===== config.mk =====
export PLATFORM = sky130hd
export DESIGN_NAME = fml_arb2
export DESIGN_NICKNAME = d
export VERILOG_FILES = /design/src/rtl/fml_arb2.sv
export SDC_FILE = /design/constraint.sdc
export NUM_CORES = 1
export LEC_CHECK = 0
export ABC_AREA = 0
export CORE_AREA = 2 2 114 116
export CTS_CLUSTER_DIAMETER = 80
export CTS_CLUSTER_SIZE = 10
export DETAILED_ROUTE_END_ITERATION = 7
export DIE_AREA = 0 0 116 118
export PLACE_DENSITY_LB_ADDON = 0.08
export SLEW_MARGIN = 20
export SYNTH_ARGS = -nofsm -noshare
export SYNTH_HDL_FRONTEND = slang
export SYNTH_SLANG_ARGS = --single-unit

===== constraint.sdc =====
create_clock -name clk_sys_i -period 2 [get_ports clk_sys_i]
set_input_delay 0.4 -clock clk_sys_i [delete_from_list [all_inputs] [get_ports clk_sys_i]]
set_output_delay 0.4 -clock clk_sys_i [all_outputs]
set_load 0.05 [all_outputs]

===== src/rtl/fml_arb2.sv =====
// -----------------------------------------------------------------------------
// fml_arb2 -- two-port FML arbiter.
//
// Shares the single FML port of the SDRAM controller between two FML masters
// (port 0: framebuffer reader, port 1: Wishbone-to-FML bridge). A grant covers
// a whole transaction: the request phase up to the controller ack plus the
// burst_len-beat data phase that follows it. Contested requests are resolved
// round-robin, with port 0 winning the first contest after reset.
//
// Ports:
//   clk_sys_i, rst_i        system clock, asynchronous active-high reset
//   m0_* / m1_*             master ports: adr, stb, we, sel, do in; ack, di out
//   s_*                     controller port: adr, stb, we, sel, do out; ack, di in
// -----------------------------------------------------------------------------
module fml_arb2 #(
  parameter int sdram_depth = 26,
  parameter int burst_len   = 4
) (
  input  logic                   clk_sys_i,
  input  logic                   rst_i,

  input  logic [sdram_depth-1:0] m0_adr,
  input  logic                   m0_stb,
  input  logic                   m0_we,
  output logic                   m0_ack,
  input  logic [3:0]             m0_sel,
  input  logic [31:0]            m0_do,
  output logic [31:0]            m0_di,

  input  logic [sdram_depth-1:0] m1_adr,
  input  logic                   m1_stb,
  input  logic                   m1_we,
  output logic                   m1_ack,
  input  logic [3:0]             m1_sel,
  input  logic [31:0]            m1_do,
  output logic [31:0]            m1_di,

  output logic [sdram_depth-1:0] s_adr,
  output logic                   s_stb,
  output logic                   s_we,
  input  logic                   s_ack,
  output logic [3:0]             s_sel,
  output logic [31:0]            s_do,
  input  logic [31:0]            s_di
);

  typedef enum logic [1:0] {
    IDLE = 2'd0,
    REQ  = 2'd1,
    DATA = 2'd2
  } state_e;

  localparam logic [3:0] last_beat = 4'(burst_len - 1);

  state_e     state_q, state_d;
  logic       grant_q, grant_d;   // port currently owning the controller
  logic       last_q,  last_d;    // port that completed the most recent request
  logic       we_q,    we_d;      // write enable captured at ack, held over the burst
  logic [3:0] cnt_q,   cnt_d;     // data beat counter

  // Signals of whichever master currently holds the grant.
  logic                   g_stb;
  logic                   g_we;
  logic [sdram_depth-1:0] g_adr;
  logic [3:0]             g_sel;
  logic [31:0]            g_do;

  always_comb begin
    g_stb = grant_q ? m1_stb : m0_stb;
    g_we  = grant_q ? m1_we  : m0_we;
    g_adr = grant_q ? m1_adr : m0_adr;
    g_sel = grant_q ? m1_sel : m0_sel;
    g_do  = grant_q ? m1_do  : m0_do;
  end

  // Next-state logic.
  always_comb begin
    // NOTE: every _d signal gets a default before the case so that no path
    // leaves it unassigned; otherwise synthesis infers a latch.
    state_d = state_q;
    grant_d = grant_q;
    last_d  = last_q;
    we_d    = we_q;
    cnt_d   = cnt_q;

    case (state_q)
      IDLE: begin
        if (m0_stb || m1_stb) begin
          state_d = REQ;
          // Contest goes to the port that did not win the previous one.
          if (m0_stb && m1_stb) grant_d = ~last_q;
          else                  grant_d = m1_stb;
        end
      end
      REQ: begin
        if (s_ack) begin
          last_d  = grant_q;
          we_d    = g_we;
          cnt_d   = '0;
          state_d = DATA;
        end else if (!g_stb) begin
          // Master withdrew its request without being acked; release the port.
          state_d = IDLE;
        end
      end
      DATA: begin
        if (cnt_q == last_beat) state_d = IDLE;
        else                    cnt_d   = cnt_q + 4'd1;
      end
      default: state_d = IDLE;
    endcase
  end

  // last_q resets to 1 so that port 0 wins the first contest.
  always_ff @(posedge clk_sys_i or posedge rst_i) begin
    // NOTE: sequential state uses non-blocking assignments so every flop
    // samples pre-edge values regardless of statement order.
    if (rst_i) begin
      state_q <= IDLE;
      grant_q <= 1'b0;
      last_q  <= 1'b1;
      we_q    <= 1'b0;
      cnt_q   <= '0;
    end else begin
      state_q <= state_d;
      grant_q <= grant_d;
      last_q  <= last_d;
      we_q    <= we_d;
      cnt_q   <= cnt_d;
    end
  end

  // Controller-side outputs and acks. Acks reach only the granted master and
  // only in REQ, so a stray s_ack in IDLE or DATA is never forwarded.
  always_comb begin
    s_stb  = 1'b0;
    s_adr  = '0;
    s_we   = 1'b0;
    s_sel  = '0;
    s_do   = '0;
    m0_ack = 1'b0;
    m1_ack = 1'b0;

    case (state_q)
      REQ: begin
        s_stb  = g_stb;
        s_adr  = g_adr;
        s_we   = g_we;
        m0_ack = s_ack & ~grant_q;
        m1_ack = s_ack &  grant_q;
      end
      DATA: begin
        s_we  = we_q;
        s_sel = g_sel;
        s_do  = g_do;
      end
      default: ;
    endcase
  end

  // Read data is broadcast; each master qualifies it with its own ack timing.
  assign m0_di = s_di;
  assign m1_di = s_di;

endmodule

==> summary.md, run 1 <==
| Metric | Value |
|---|---|
| Synth async-reset ratio | 100% |
| Dominant synthesized flop cell | dfrtp_1 |
| DR vias | 2206 |
| Critical path capture point type | output port |
| Final core utilization | 40.5% |
| Routed wire length | 9.00 mm |
| Number of global-route vias before repair | 2395 |
| Post-place setup slack | 101 ps |
| Synth-to-Final Area Change | 133% |
| I/O Pins | 293 |
| Net switching power | 3.20 mW |
| Internal | 3.63 mW |
| CP Data Arrival Time | 1570 ps |
| Final Hold Viols | 0 |
| Antenna-violating nets left | 0 |
| Initial Util | 17.3% |
| Number of diodes | 0 |
| Least-Margin Pin Slew | 399 ps |
| Max Slew Vio Count | 0 |
| Synth cell types | 31 |
| Sequential share of the synthesized area | 10.5% |
| Final setup violation count | 0 |
| R2R cell count | 4 |
| First-pass GRT wire length | 12.8 mm |
| TritonCTS clock tree | done |
| Crit path to | s_we |
| R2r startpoint | cnt_q[0] |
| Peak supply drop | 0.423 mV |
| Max_cap viols | 0 |
| Root Driver | clkbuf_16 |
| Fmax | 508 MHz |
| Crit Path Class | flop to output port |
| Leakage power | 2.02 nW |
| R2r endpoint | state_q[0] |
| Crit path max fanout | 3 |
| Pwr Total | 6.83 mW |
| Final #Nets | 563 |
| Crit path from | grant_q |
| Clk slew on worst S/H paths | 40 ps |
| Pin count of the biggest net entering global routing | 40 |
| Post-DP Area | 4790 um2 |
| Drt pass-1 iters | 4 |
| Pwr Density | 1360 nW/um2 |
| R2r setup slk | 210 ps |
| Clk pwr share | 5.2% |
| Critical Path RT | 1600 ps |
| Vias/cell | 3.90 |
| Net count after synthesis | 427 |
| Relative slew margins | 72.7% |
| RePlAce Congestion | 0.707 |
| Routed wire length per instance | 15.9 um |
| Synth Cell Area | 2150 um2 |
| H-tree depth | 1 |
| FF+latch count, synth | 9 |
| Die ar. | 13700 um2 |
| Syn avg cell area | 8.31 um2 |
| Sw frac | 46.8% |
| Max clock buf depth | 2 |
| Share of layout cells above drive strength 1 | 41.9% |
| Skew-Pair Late Insertion Delay | 240 ps |
| Final instance area | 5020 um2 |
| Synth Instances | 259 |
| Setup Skew | 0.840 ps |
| EDFF count, synth | 0 |
| GRT overflow | 0 |
| DRC viols | 0 |
| Core Box Area | 12400 um2 |
| I/O Buffers | 196 |
| Comb power frac | 90.1% |
| Dpl hpwl | 7.16 mm |
| HP Class | primary input to async pin |
| Inserted Clock Buffers | 3 |
| Clock sinks | 9 |
| Total GRT Usage | 11.9% |
| Yosys warnings | 0 |
| Worst setup SP type | flop |
| Die Y | 118 um |
| Hold Buf Count CTS | 0 |
| Outcome | complete, no violations |
| Row Count | 41 |
| Worst setup margin | 32.6 ps |
| Fin crit share | 98.4% |
| DRT iter0 DRCs | 30 |
| Flop pwr share | 4.7% |
| Die width | 116 um |
| Clock period minus worst slack | 1970 ps |
| Initial antenna violation count | 0 |
-- worst max-delay path: stages (launching register included) --
cell	delay [ps]
dfrtp_4	460
buf_4	180
mux2_2	280
a22oi_1	170
nor2b_2	80
buf_12	150
-- how the worst min path moves through the flow --
stage / start / endpoint / depth (start not counted)
after floorplan: rst_i / cnt_q[0] / 1
after global placement: we_q / we_q / 1
after CTS: rst_i / we_q / 2
after detailed placement: we_q / we_q / 1
final: rst_i / cnt_q[1] / 2
after global routing: rst_i / we_q / 2
-- area by class of cell --
cell class	instances	area (um2)
sequential	9	230
inverter	5	18.8
fill	1246	7390
clock buffer	4	78.8
tap	172	215
multi-input combinational	166	1650
timing repair buffer	210	2830
-- kinds of logic after synthesis --
logic type	synth area share, %
buf+inv	26.8
fa+ha+maj	2.91
flops	10.5
compound gates	4.59
mux	31.9
simple gates	23.3
-- what timing repair did --
action / in CTS / in global routing
endpoints found under the setup margin: 54 / 65
gates resized for setup: 4 / 12
cloned: 0 / 2
setup buffers: 1 / 3
-- registers in the layout (all words and copies together) (netlist names) --
signal	cells
cnt_q	4
grant_q	1
last_q	1
state_q	2
we_q	1
-- routing by layer --
metal | vias to the layer above | track usage, % | routed length [um]
li1 | 1074 | - | -
met1 | 982 | 11.9 | 3210
met2 | 135 | 21.9 | 4580
met3 | 15 | 5.77 | 1090
met4 | 0 | 2.60 | 114
met5 | - | 0 | 0
-- synthesized netlist by cell type, drive strengths merged, types with 2 or more instances --
library cell | number | area [um2]
buf | 71 | 528
nor2b | 65 | 407
mux2i | 63 | 631
clkbuf | 8 | 30.0
dfrtp | 8 | 200
ha | 5 | 62.6
inv | 5 | 18.8
mux2 | 5 | 56.3
nand2 | 4 | 15.0
nand3 | 3 | 15.0
a211o | 2 | 18.8
nor2 | 2 | 7.51
nor3b | 2 | 15.0
o21ai | 2 | 10.0
or3b | 2 | 20.0
-- power by group through the flow --
stage | Sequential, mW | Combinational, mW | Clock [mW]
6_report | 0.320 | 6.15 | 0.358
5_1_grt | 0.328 | 6.45 | 0.375
4_1_cts | 0.359 | 5.91 | 0.363
3_5_place_dp | 0.382 | 5.80 | 0
3_3_place_gp | 0.380 | 5.80 | 0
2_1_floorplan | 0.284 | 3.65 | 0
-- layout by cell type, fill, tap and decap left out, types with 3 or more instances in the layout --
cell / n
buf_4: 6
ha_1: 3
nor2b_4: 21
mux2i_1: 59
mux2i_2: 4
clkdlybuf4s50_1: 130
clkbuf_16: 5
buf_12: 69
dfrtp_1: 7
nand2_1: 4
mux2_2: 3
nand3_1: 3
inv_1: 3
nor2b_2: 42
-- stage by stage --
step / setup TNS [ps] / std cells / hold WS (ps)
floorplan: -107 / 259 / 227
global placement: 0 / 556 / 493
detailed placement: 0 / 556 / 502
CTS: -64.1 / 561 / 469
global route: -8.10 / 566 / 494
finish: 0 / 566 / 452
Power figures use the tool's default switching activity.
==> inputs of run 2 (changes only) <==
--- a/config.mk
+++ b/config.mk
@@ -12,7 +12,7 @@
 export DETAILED_ROUTE_END_ITERATION = 7
 export DIE_AREA = 0 0 116 118
 export PLACE_DENSITY_LB_ADDON = 0.08
-export SLEW_MARGIN = 20
+export SLEW_MARGIN = 0
 export SYNTH_ARGS = -nofsm -noshare
 export SYNTH_HDL_FRONTEND = slang
 export SYNTH_SLANG_ARGS = --single-unit
==> results of run 2 <==
Final layout, timing and power as in run 1 (identical DEF).
